<file path="src/rtl/pipe_stage_reg_if.sv">
`default_nettype none
// ============================================================================
// Module : pipe_stage_reg_if
// Brief  : Upstream/downstream handshake, flush and stall-counter bundle.
// Rev    : 1.0
// ============================================================================
interface pipe_stage_reg_if #(
  parameter int unsigned DATA_W = 97,
  parameter int unsigned CNT_W  = 16
);
  logic              in_valid;
  logic              in_ready;
  logic [DATA_W-1:0] in_data;
  logic              out_valid;
  logic              out_ready;
  logic [DATA_W-1:0] out_data;
  logic              flush;
  logic              cnt_clr;
  logic [CNT_W-1:0]  stall_cnt;

  // The environment surrounding the stage (upstream producer + downstream consumer).
  modport master (
    output in_valid, in_data, out_ready, flush, cnt_clr,
    input  in_ready, out_valid, out_data, stall_cnt
  );

  modport slave (
    input  in_valid, in_data, out_ready, flush, cnt_clr,
    output in_ready, out_valid, out_data, stall_cnt
  );
endinterface
`default_nettype wire

</file>
<file path="src/rtl/pipe_stage_reg.sv">
`default_nettype none
// ============================================================================
// Module : pipe_stage_reg
// Brief  : Elastic pipeline register, valid/ready with 2-entry skid buffer,
//          flush-to-bubble and a saturating back-pressure counter.
// Rev    : 1.0
// ============================================================================
module pipe_stage_reg #(
  parameter int unsigned       DATA_W     = 97,
  parameter logic [DATA_W-1:0] BUBBLE_VAL = {{(DATA_W-32){1'b0}}, 32'h00000013},
  parameter int unsigned       CNT_W      = 16
) (
  input  logic           clk,
  input  logic           reset_n,
  pipe_stage_reg_if.slave bus
);

  localparam logic [CNT_W-1:0] C_CNT_MAX = {CNT_W{1'b1}};

  typedef enum logic [1:0] {
    S_EMPTY = 2'd0,
    S_FULL  = 2'd1,
    S_SKID  = 2'd2
  } state_t;

  state_t            state_q, state_d;
  logic [DATA_W-1:0] main_q, main_d;
  logic [DATA_W-1:0] skid_q, skid_d;
  logic              in_ready_q, in_ready_d;
  logic [CNT_W-1:0]  cnt_q, cnt_d;

  logic out_valid;
  logic acc;
  logic pop;

  assign out_valid     = (state_q != S_EMPTY);
  assign bus.out_valid = out_valid;
  // main_q is forced to BUBBLE_VAL whenever the stage empties, so out_data stays registered.
  assign bus.out_data  = main_q;
  assign bus.in_ready  = in_ready_q;
  assign bus.stall_cnt = cnt_q;

  always_comb begin
    state_d = state_q;
    main_d  = main_q;
    skid_d  = skid_q;
    cnt_d   = cnt_q;
    acc     = bus.in_valid & in_ready_q;
    pop     = out_valid & bus.out_ready;

    if (bus.flush) begin
      state_d = S_EMPTY;
      main_d  = BUBBLE_VAL;
      skid_d  = BUBBLE_VAL;
    end else begin
      case (state_q)
        S_EMPTY: begin
          if (acc) begin
            state_d = S_FULL;
            main_d  = bus.in_data;
          end
        end
        S_FULL: begin
          if (acc && pop) begin
            main_d = bus.in_data;
          end else if (acc) begin
            state_d = S_SKID;
            skid_d  = bus.in_data;
          end else if (pop) begin
            state_d = S_EMPTY;
            main_d  = BUBBLE_VAL;
          end
        end
        S_SKID: begin
          if (pop) begin
            state_d = S_FULL;
            main_d  = skid_q;
            skid_d  = BUBBLE_VAL;
          end
        end
        default: begin
          state_d = S_EMPTY;
          main_d  = BUBBLE_VAL;
          skid_d  = BUBBLE_VAL;
        end
      endcase
    end

    in_ready_d = (state_d != S_SKID);

    if (bus.cnt_clr) begin
      cnt_d = '0;
    end else if (out_valid && !bus.out_ready && (cnt_q != C_CNT_MAX)) begin
      cnt_d = cnt_q + 1'b1;
    end
  end

  always_ff @(posedge clk or negedge reset_n) begin
    if (!reset_n) begin
      state_q    <= S_EMPTY;
      main_q     <= BUBBLE_VAL;
      skid_q     <= BUBBLE_VAL;
      in_ready_q <= 1'b1;
      cnt_q      <= '0;
    end else begin
      state_q    <= state_d;
      main_q     <= main_d;
      skid_q     <= skid_d;
      in_ready_q <= in_ready_d;
      cnt_q      <= cnt_d;
    end
  end

endmodule
`default_nettype wire

</file>
<file path="src/flat_wrapper.sv">
// flat-port wrapper written by rule: the top's interface ports become plain ports
module pipe_stage_reg_flat 
#(
  parameter int unsigned       DATA_W     = 97,
  parameter logic [DATA_W-1:0] BUBBLE_VAL = {{(DATA_W-32){1'b0}}, 32'h00000013},
  parameter int unsigned       CNT_W      = 16
)
  (clk, reset_n, bus_in_valid, bus_in_data, bus_out_ready, bus_flush, bus_cnt_clr, bus_in_ready, bus_out_valid, bus_out_data, bus_stall_cnt);
  pipe_stage_reg_if #(.DATA_W(DATA_W), .CNT_W(CNT_W)) bus_i ();
  input  logic clk;
  input  logic reset_n;
  input wire logic [$bits(bus_i.in_valid)-1:0] bus_in_valid;
  input wire logic [$bits(bus_i.in_data)-1:0] bus_in_data;
  input wire logic [$bits(bus_i.out_ready)-1:0] bus_out_ready;
  input wire logic [$bits(bus_i.flush)-1:0] bus_flush;
  input wire logic [$bits(bus_i.cnt_clr)-1:0] bus_cnt_clr;
  output wire logic [$bits(bus_i.in_ready)-1:0] bus_in_ready;
  output wire logic [$bits(bus_i.out_valid)-1:0] bus_out_valid;
  output wire logic [$bits(bus_i.out_data)-1:0] bus_out_data;
  output wire logic [$bits(bus_i.stall_cnt)-1:0] bus_stall_cnt;
  assign bus_i.in_valid = bus_in_valid;
  assign bus_i.in_data = bus_in_data;
  assign bus_i.out_ready = bus_out_ready;
  assign bus_i.flush = bus_flush;
  assign bus_i.cnt_clr = bus_cnt_clr;
  assign bus_in_ready = bus_i.in_ready;
  assign bus_out_valid = bus_i.out_valid;
  assign bus_out_data = bus_i.out_data;
  assign bus_stall_cnt = bus_i.stall_cnt;
  pipe_stage_reg #(.DATA_W(DATA_W), .BUBBLE_VAL(BUBBLE_VAL), .CNT_W(CNT_W)) u_core (.clk(clk), .reset_n(reset_n), .bus(bus_i));
endmodule
</file>
<file path="config.mk">
export PLATFORM = sky130hd
export DESIGN_NAME = pipe_stage_reg_flat
export DESIGN_NICKNAME = d
export VERILOG_FILES = /design/src/rtl/pipe_stage_reg_if.sv /design/src/rtl/pipe_stage_reg.sv /design/src/flat_wrapper.sv
export SDC_FILE = /design/constraint.sdc
export NUM_CORES = 1
export LEC_CHECK = 0
export ABC_CLOCK_PERIOD_IN_PS = 4800
export CORE_UTILIZATION = 38
export DETAILED_ROUTE_END_ITERATION = 6
export GPL_TIMING_DRIVEN = 0
export PLACE_DENSITY = 0.68
export SYNTH_ARGS = -nofsm -noshare
export SYNTH_HDL_FRONTEND = slang
export SYNTH_SLANG_ARGS = --single-unit
</file>
<file path="constraint.sdc">
create_clock -name clk -period 4.8 [get_ports clk]
set_input_delay 0.96 -clock clk [delete_from_list [all_inputs] [get_ports clk]]
set_output_delay 0.96 -clock clk [all_outputs]
set_load 0.005 [all_outputs]
</file>
After elaboration in Yosys (flattened, before gate mapping)
Index checks and enable logic that the tools add are counted.
{"block": "totals", "regBits": 213, "input_bits": 103, "output_inout_bits": 115, "elab_cells": 47}
{"block": "op_classes", "n_addsub": 1, "n_eq_ne": 11, "n_mux": 19, "bitwise_logic": 2, "n_reduce_logical": 9}
{"operator": "97-bit 2-to-1 mux", "n": 8}
{"operator": "97-bit case mux with 3 select lines", "n": 2}
{"operator": "16-bit 2-to-1 mux", "n": 2}
{"operator": "16-bit by 1-bit adder with 16-bit output, second input constant", "n": 1}
{"operator": "16-bit inequality test, second input constant", "n": 1}
{"operator": "2-bit 2-to-1 mux", "n": 6}
{"operator": "3-bit by 2-bit inequality test with 1-bit output, second input constant", "n": 3}
{"operator": "4-bit AND reduction", "n": 2}
{"operator": "2-bit case mux with 3 select lines", "n": 1}
{"operator": "2-bit inequality test, second input constant", "n": 2}
{"operator": "4-bit by 2-bit inequality test with 1-bit output, second input constant", "n": 1}
{"operator": "4-bit inequality test, second input constant", "n": 1}
{"operator": "2-bit nonzero test", "n": 2}
{"operator": "1-bit logical AND", "n": 3}
{"operator": "3-bit inequality test, second input constant", "n": 1}
{"operator": "1-bit AND", "n": 2}
{"operator": "2-bit by 1-bit equality test with 1-bit output, second input constant", "n": 1}
{"operator": "2-bit equality test, second input constant", "n": 1}
{"operator": "2-bit logical NOT", "n": 1}
{"operator": "1-bit logical NOT", "n": 1}

Logic depth before layout (Yosys ltp)
{"block": "logic_depth", "depth_word": 8, "mapped_depth": 8, "ltp_nobuf": 5}

Least setup slack after synthesis
No wires, ideal clock.
{"block": "synth_path", "kind": "input to register", "startpoint": "input bus_out_ready", "endpoint": "register u_core.main_q[36], in the netlist u_core.bus.out_data[36]", "setup_time_ns": 0.074, "t_arrival_ns": 2.268, "t_required_ns": 4.726, "setup_slack_ns": 2.458, "stages": 8, "path_cell_list": "buf_4 nor2b_1 o311a_1 buf_2 a211o_1 buf_6 buf_6 o21ai_2"}
{"block": "synth_between", "elab_chain_cells": 5, "elab_cells_between_ends": 9, "cone_classes": "eq/ne: 3; mux: 3; bitwise: 1; reduce/logical: 2"}
{"element": "from (decl)", "line_no": "flat_wrapper.sv:14", "source": "input wire logic [$bits(bus_i.out_ready)-1:0] bus_out_ready;"}
{"element": "1-bit AND (*)", "line_no": "pipe_stage_reg.sv:49", "source": "pop = out_valid & bus.out_ready;"}
{"element": "1-bit logical AND", "line_no": "pipe_stage_reg.sv:64", "source": "if (acc && pop) begin"}
{"element": "97-bit 2-to-1 mux", "line_no": "pipe_stage_reg.sv:64"}
{"element": "97-bit case mux with 3 select lines", "line_no": "pipe_stage_reg.sv:56", "source": "case (state_q)"}
{"element": "97-bit 2-to-1 mux", "line_no": "pipe_stage_reg.sv:51", "source": "if (bus.flush) begin"}
{"element": "to (signal assigned)", "line_no": "pipe_stage_reg.sv:107", "source": "main_q <= main_d;"}
{"element": "to (decl)", "line_no": "pipe_stage_reg.sv:27", "source": "logic [DATA_W-1:0] main_q, main_d;"}
Mark *: on every way between the ends. The rest lies on a longest branch, timed or not.
A chain may end at the register's enable or synchronous reset.

Worst setup path in the final report
{"block": "layout_path", "startpoint": "input bus_in_valid", "endpoint": "register u_core.main_q[93], in the netlist u_core.bus.out_data[93]"}
{"block": "layout_between", "elab_chain_cells": 5, "elab_cells_between_ends": 9, "cone_classes": "eq/ne: 3; mux: 3; bitwise: 1; reduce/logical: 2"}
{"element": "from (decl)", "line_no": "flat_wrapper.sv:12", "source": "input wire logic [$bits(bus_i.in_valid)-1:0] bus_in_valid;"}
{"element": "1-bit AND (*)", "line_no": "pipe_stage_reg.sv:48", "source": "acc = bus.in_valid & in_ready_q;"}
{"element": "1-bit logical AND", "line_no": "pipe_stage_reg.sv:64"}
{"element": "97-bit 2-to-1 mux", "line_no": "pipe_stage_reg.sv:64"}
{"element": "97-bit case mux with 3 select lines", "line_no": "pipe_stage_reg.sv:56"}
{"element": "97-bit 2-to-1 mux", "line_no": "pipe_stage_reg.sv:51"}
Marked as above.

==> impl_metrics.tcl <==
set metrics [dict create \
    cts.path.max_buffers 3 \
    chipHeight_um 163 \
    area_delta_synth_final_pct 33.5 \
    synthesis.area_mm2 0.00988 \
    setup-tns-final_ps 0 \
    cts.sink_count 213 \
    tritoncts "yes" \
    drv.max_cap_violation_count 0 \
    yosys-top-cells-area "sky130_fd_sc_hd__dfrtp_1 (52%), sky130_fd_sc_hd__mux2i_1 (9.6%), sky130_fd_sc_hd__a22oi_1 (7.4%), sky130_fd_sc_hd__nand2_1 (7.4%), sky130_fd_sc_hd__o21ai_2 (5.3%)" \
    critPathLaunch "bus_in_valid" \
    relative_slew_margins 0.379 \
    run_status "finished clean" \
    cellLeakagePower_nw 5.79 \
    core_area_mm2 0.0253 \
    setup_viol_count_final 0 \
    clk_latency_ps 510 \
    regToRegSetupSlack_ps 2170 \
    drive_gt1_frac 0.122 \
    fill_cells 2316 \
    grtUsageMet3 0.0536 \
    detail-route-antenna-nets 0 \
    globalRouteMet1Util 0.268 \
    hold_buffers 0 \
    synth_enable_flop_cells 0 \
    post_route_clock_period_utilization 0.621 \
    final_period_minus_worst_setup_slack_ps 2980 \
    synth.lib_cells_used.distinct 43 \
    ctsResizeCount 0 \
    grt_first_pass_wirelength_um 42300 \
    synth_ff_type "sky130_fd_sc_hd__dfrtp_1" \
    synth_top_family_by_area "compound AO/OA/AOI/OAI gates" \
    clock.fmax_mhz 335 \
    timing.critical_path.to_type "register" \
    power.density_cell_area_mw_per_mm2 335 \
    routed_wire_length_per_instance_um 17.0 \
    drtPass1Iterations 6 \
    rsz0062_at_grt "false" \
    htreeDepth 1 \
    final_max_slew_viol_count 0 \
    gr-usage-all-layers 0.201 \
    synthMuxAreaShare 0.107 \
    yosys.area_share.xor_xnor 0 \
    dp.cells 1515 \
    routed-via-count 7801 \
    globalplace.congestion 0.818 \
    worstPathCellList "clkdlybuf4s50_1 > nand3_1 > a21oi_1 > buf_2 > clkbuf_1 > a22oi_1 > o21ai_2" \
    path_max_fanout 10 \
    crit_type "input port to register" \
    max_stage_delay_ps 560 \
    finish.utilization 0.521 \
    r2r_start "u_core.state_q[0]" \
    numCtsBuffers 23 \
    layout.nets 1314 \
    power_mw 4.42 \
    detail_route.drc_violations 0 \
    routed_via_density 5.01 \
    netlist.area_leader.share 0.522 \
    netlist_instances 968 \
    final.hold.worst_slack_ps 467 \
    ctsRootBufferMaster "sky130_fd_sc_hd__clkbuf_16" \
    grt_use_met2 0.325 \
    synthesis.nets 1072 \
    sequential_fraction_of_the_synthesis_area 0.541 \
    totalWireLength_um 26400 \
    grt_antenna_before_repair 0 \
    cpMaxStageDelayCell "sky130_fd_sc_hd__clkdlybuf4s50_1" \
    tightest_slew_ps 928 \
    first_global_vias 7874 \
    multiInputGateArea_mm2 0.00382 \
    dp_hpwl_um 18300 \
    final-hold-violation-count 0 \
    floorplan.die_area_mm2 0.0266 \
    postCtsSetupRepairBufs 0 \
    drt-initial-drc-count 472 \
    initial_utilization 0.390 \
    global_route.peak_usage_layer "met2" \
    end_of_the_worst_register_to_register_path "u_core.bus.out_data[80]" \
    place.port_buffers 216 \
    synth_compound_area_frac 0.167 \
    num_antenna_cells 0 \
    async_set_or_reset_register_ratio_after_synthesis 1.00 \
    yosysWarnings 0 \
    final_cells 1556 \
    post-synth-top-area-cell "sky130_fd_sc_hd__dfrtp_1" \
    synth-seq-cells 213 \
    combined_flip_flop_and_latch_cell_area_mm2 0.00534 \
    synthSimpleGateAreaFrac 0.111 \
    worstRegToRegCells 6 \
    critPathArrivalTime_ps 3410 \
    data_required_time_of_the_worst_path_ps 5220 \
    setup.worst_path.end "u_core.bus.out_data[93]" \
    synth_fa_ha_area_frac 0.00127 \
    synthesis.area_per_instance_um2 10.2 \
    io-pin-count 218 \
    min_path_type "input port to asynchronous set/reset pin" \
    overflow_left_after_global_routing 0 \
    die_w_um 163 \
    finClkSkew_ps 12.1 \
    floorplan.rows 58 \
    grt_max_degree 116 \
    ir_drop_v 0.000208 \
    clk_pin_slew_ps 60 \
    critical_path.startpoint_type "input port" \
]
==> layout by cell type, fill, tap and decap left out, types with 2 or more instances in the layout <==
cell | Yosys | layout
sky130_fd_sc_hd__a22oi_1 | 97 | 97
sky130_fd_sc_hd__nand3_1 | 4 | 4
sky130_fd_sc_hd__inv_1 | 98 | 98
sky130_fd_sc_hd__and4_1 | 6 | 6
sky130_fd_sc_hd__nand2b_1 | 7 | 7
sky130_fd_sc_hd__buf_2 | 22 | 22
sky130_fd_sc_hd__a21oi_1 | 16 | 16
sky130_fd_sc_hd__mux2_2 | 9 | 9
sky130_fd_sc_hd__a31oi_1 | 3 | 3
sky130_fd_sc_hd__o21ai_2 | 60 | 60
sky130_fd_sc_hd__mux2i_1 | 95 | 95
sky130_fd_sc_hd__or2_2 | 2 | 2
sky130_fd_sc_hd__clkinv_2 | 0 | 6
sky130_fd_sc_hd__or4_1 | 2 | 2
sky130_fd_sc_hd__or3_1 | 2 | 2
sky130_fd_sc_hd__dfrtp_1 | 206 | 206
sky130_fd_sc_hd__buf_6 | 7 | 7
sky130_fd_sc_hd__clkbuf_8 | 0 | 5
sky130_fd_sc_hd__dfstp_2 | 7 | 7
sky130_fd_sc_hd__nand2_1 | 194 | 194
sky130_fd_sc_hd__nand4_1 | 3 | 3
sky130_fd_sc_hd__and2_1 | 3 | 3
sky130_fd_sc_hd__nor2_1 | 11 | 11
sky130_fd_sc_hd__clkbuf_16 | 0 | 23
sky130_fd_sc_hd__a211oi_1 | 2 | 2
sky130_fd_sc_hd__clkdlybuf4s50_1 | 0 | 215
sky130_fd_sc_hd__o21ai_0 | 37 | 37
sky130_fd_sc_hd__nor2b_1 | 9 | 9
sky130_fd_sc_hd__a211o_1 | 2 | 2
sky130_fd_sc_hd__and3_1 | 6 | 6
sky130_fd_sc_hd__nor3_1 | 4 | 4
sky130_fd_sc_hd__buf_4 | 4 | 4
sky130_fd_sc_hd__clkbuf_1 | 36 | 42
==> synth_stat cells, types with 3 or more instances <==
cell                       instances
sky130_fd_sc_hd__o21ai_0          37
sky130_fd_sc_hd__nor2_1           11
sky130_fd_sc_hd__mux2i_1          95
sky130_fd_sc_hd__buf_6             7
sky130_fd_sc_hd__nand2b_1          7
sky130_fd_sc_hd__a21oi_1          16
sky130_fd_sc_hd__o21ai_2          60
sky130_fd_sc_hd__and3_1            6
sky130_fd_sc_hd__dfrtp_1         206
sky130_fd_sc_hd__inv_1            98
sky130_fd_sc_hd__nor3_1            4
sky130_fd_sc_hd__and2_1            3
sky130_fd_sc_hd__dfstp_2           7
sky130_fd_sc_hd__and4_1            6
sky130_fd_sc_hd__nand3_1           4
sky130_fd_sc_hd__mux2_2            9
sky130_fd_sc_hd__nand4_1           3
sky130_fd_sc_hd__buf_2            22
sky130_fd_sc_hd__a31oi_1           3
sky130_fd_sc_hd__nand2_1         194
sky130_fd_sc_hd__nor2b_1           9
sky130_fd_sc_hd__a22oi_1          97
sky130_fd_sc_hd__clkbuf_1         36
sky130_fd_sc_hd__buf_4             4
==> where the power goes <==
part / switching [mW] / internal [mW]
Clock: 0.722 / 0.959
Combinational: 0.365 / 0.372
Sequential: 0.0724 / 1.92
==> sequential cells by signal (all words and copies together) (netlist names) <==
name,count
u_core.bus.in_ready,1
u_core.bus.out_data,97
u_core.bus.stall_cnt,16
u_core.skid_q,97
u_core.state_q,2
==> metal layers <==
metal	vias to the layer above	routed length, µm
met2	200	12200
met1	3805	11900
li1	3768	-
met5	-	0
met3	28	1900
met4	0	396
==> layout make-up <==
cell class,instances,area share
clock inverters,7,0.00285
well taps,330,0.0313
flip-flops and latches,213,0.405
clock buffers,34,0.0506
repair buffers,217,0.166
multi-input cells,588,0.289
plain buffers,69,0.0268
inverters,98,0.0279
==> through the flow <==
| step | instance area [µm²] | worst slack, ps |
|---|---|---|
| 3_5_place_dp | 12500 | 1270 |
| 6_report | 13200 | 1820 |
| 3_3_place_gp | 12500 | -6680 |
| 5_1_grt | 13200 | 1650 |
| 4_1_cts | 13200 | 1790 |
| 2_1_floorplan | 9880 | 2460 |
==> worst min path at each step <==
stage | slack [ps] | end | startpoint | depth (start not counted)
4_1_cts | 480 | u_core.bus.out_data[56] | u_core.bus.out_data[56] | 2
3_3_place_gp | 460 | u_core.bus.out_data[40] | u_core.bus.out_data[40] | 2
6_report | 470 | u_core.bus.out_data[80] | reset_n | 1
5_1_grt | 500 | u_core.bus.out_data[87] | u_core.bus.out_data[87] | 2
2_1_floorplan | 470 | u_core.bus.out_data[10] | u_core.bus.out_data[10] | 2
3_5_place_dp | 470 | u_core.bus.out_data[87] | u_core.bus.out_data[87] | 2
==> cell families after synthesis <==
| family | Yosys count |
|---|---|
| adders and majority gates | 1 |
| muxes | 104 |
| DFF | 213 |
| AOI/OAI and AO/OA | 227 |
| and+or+nand+nor | 256 |
| buffers and inverters | 167 |
==> critical path: cells and delay by family <==
family	cells	cell delay [ps]
buffers and inverters	3	1430
AO/OA/AOI/OAI	3	890
AND/OR/NAND/NOR	1	120
Note: power is estimated with default switching activity, not from simulation.
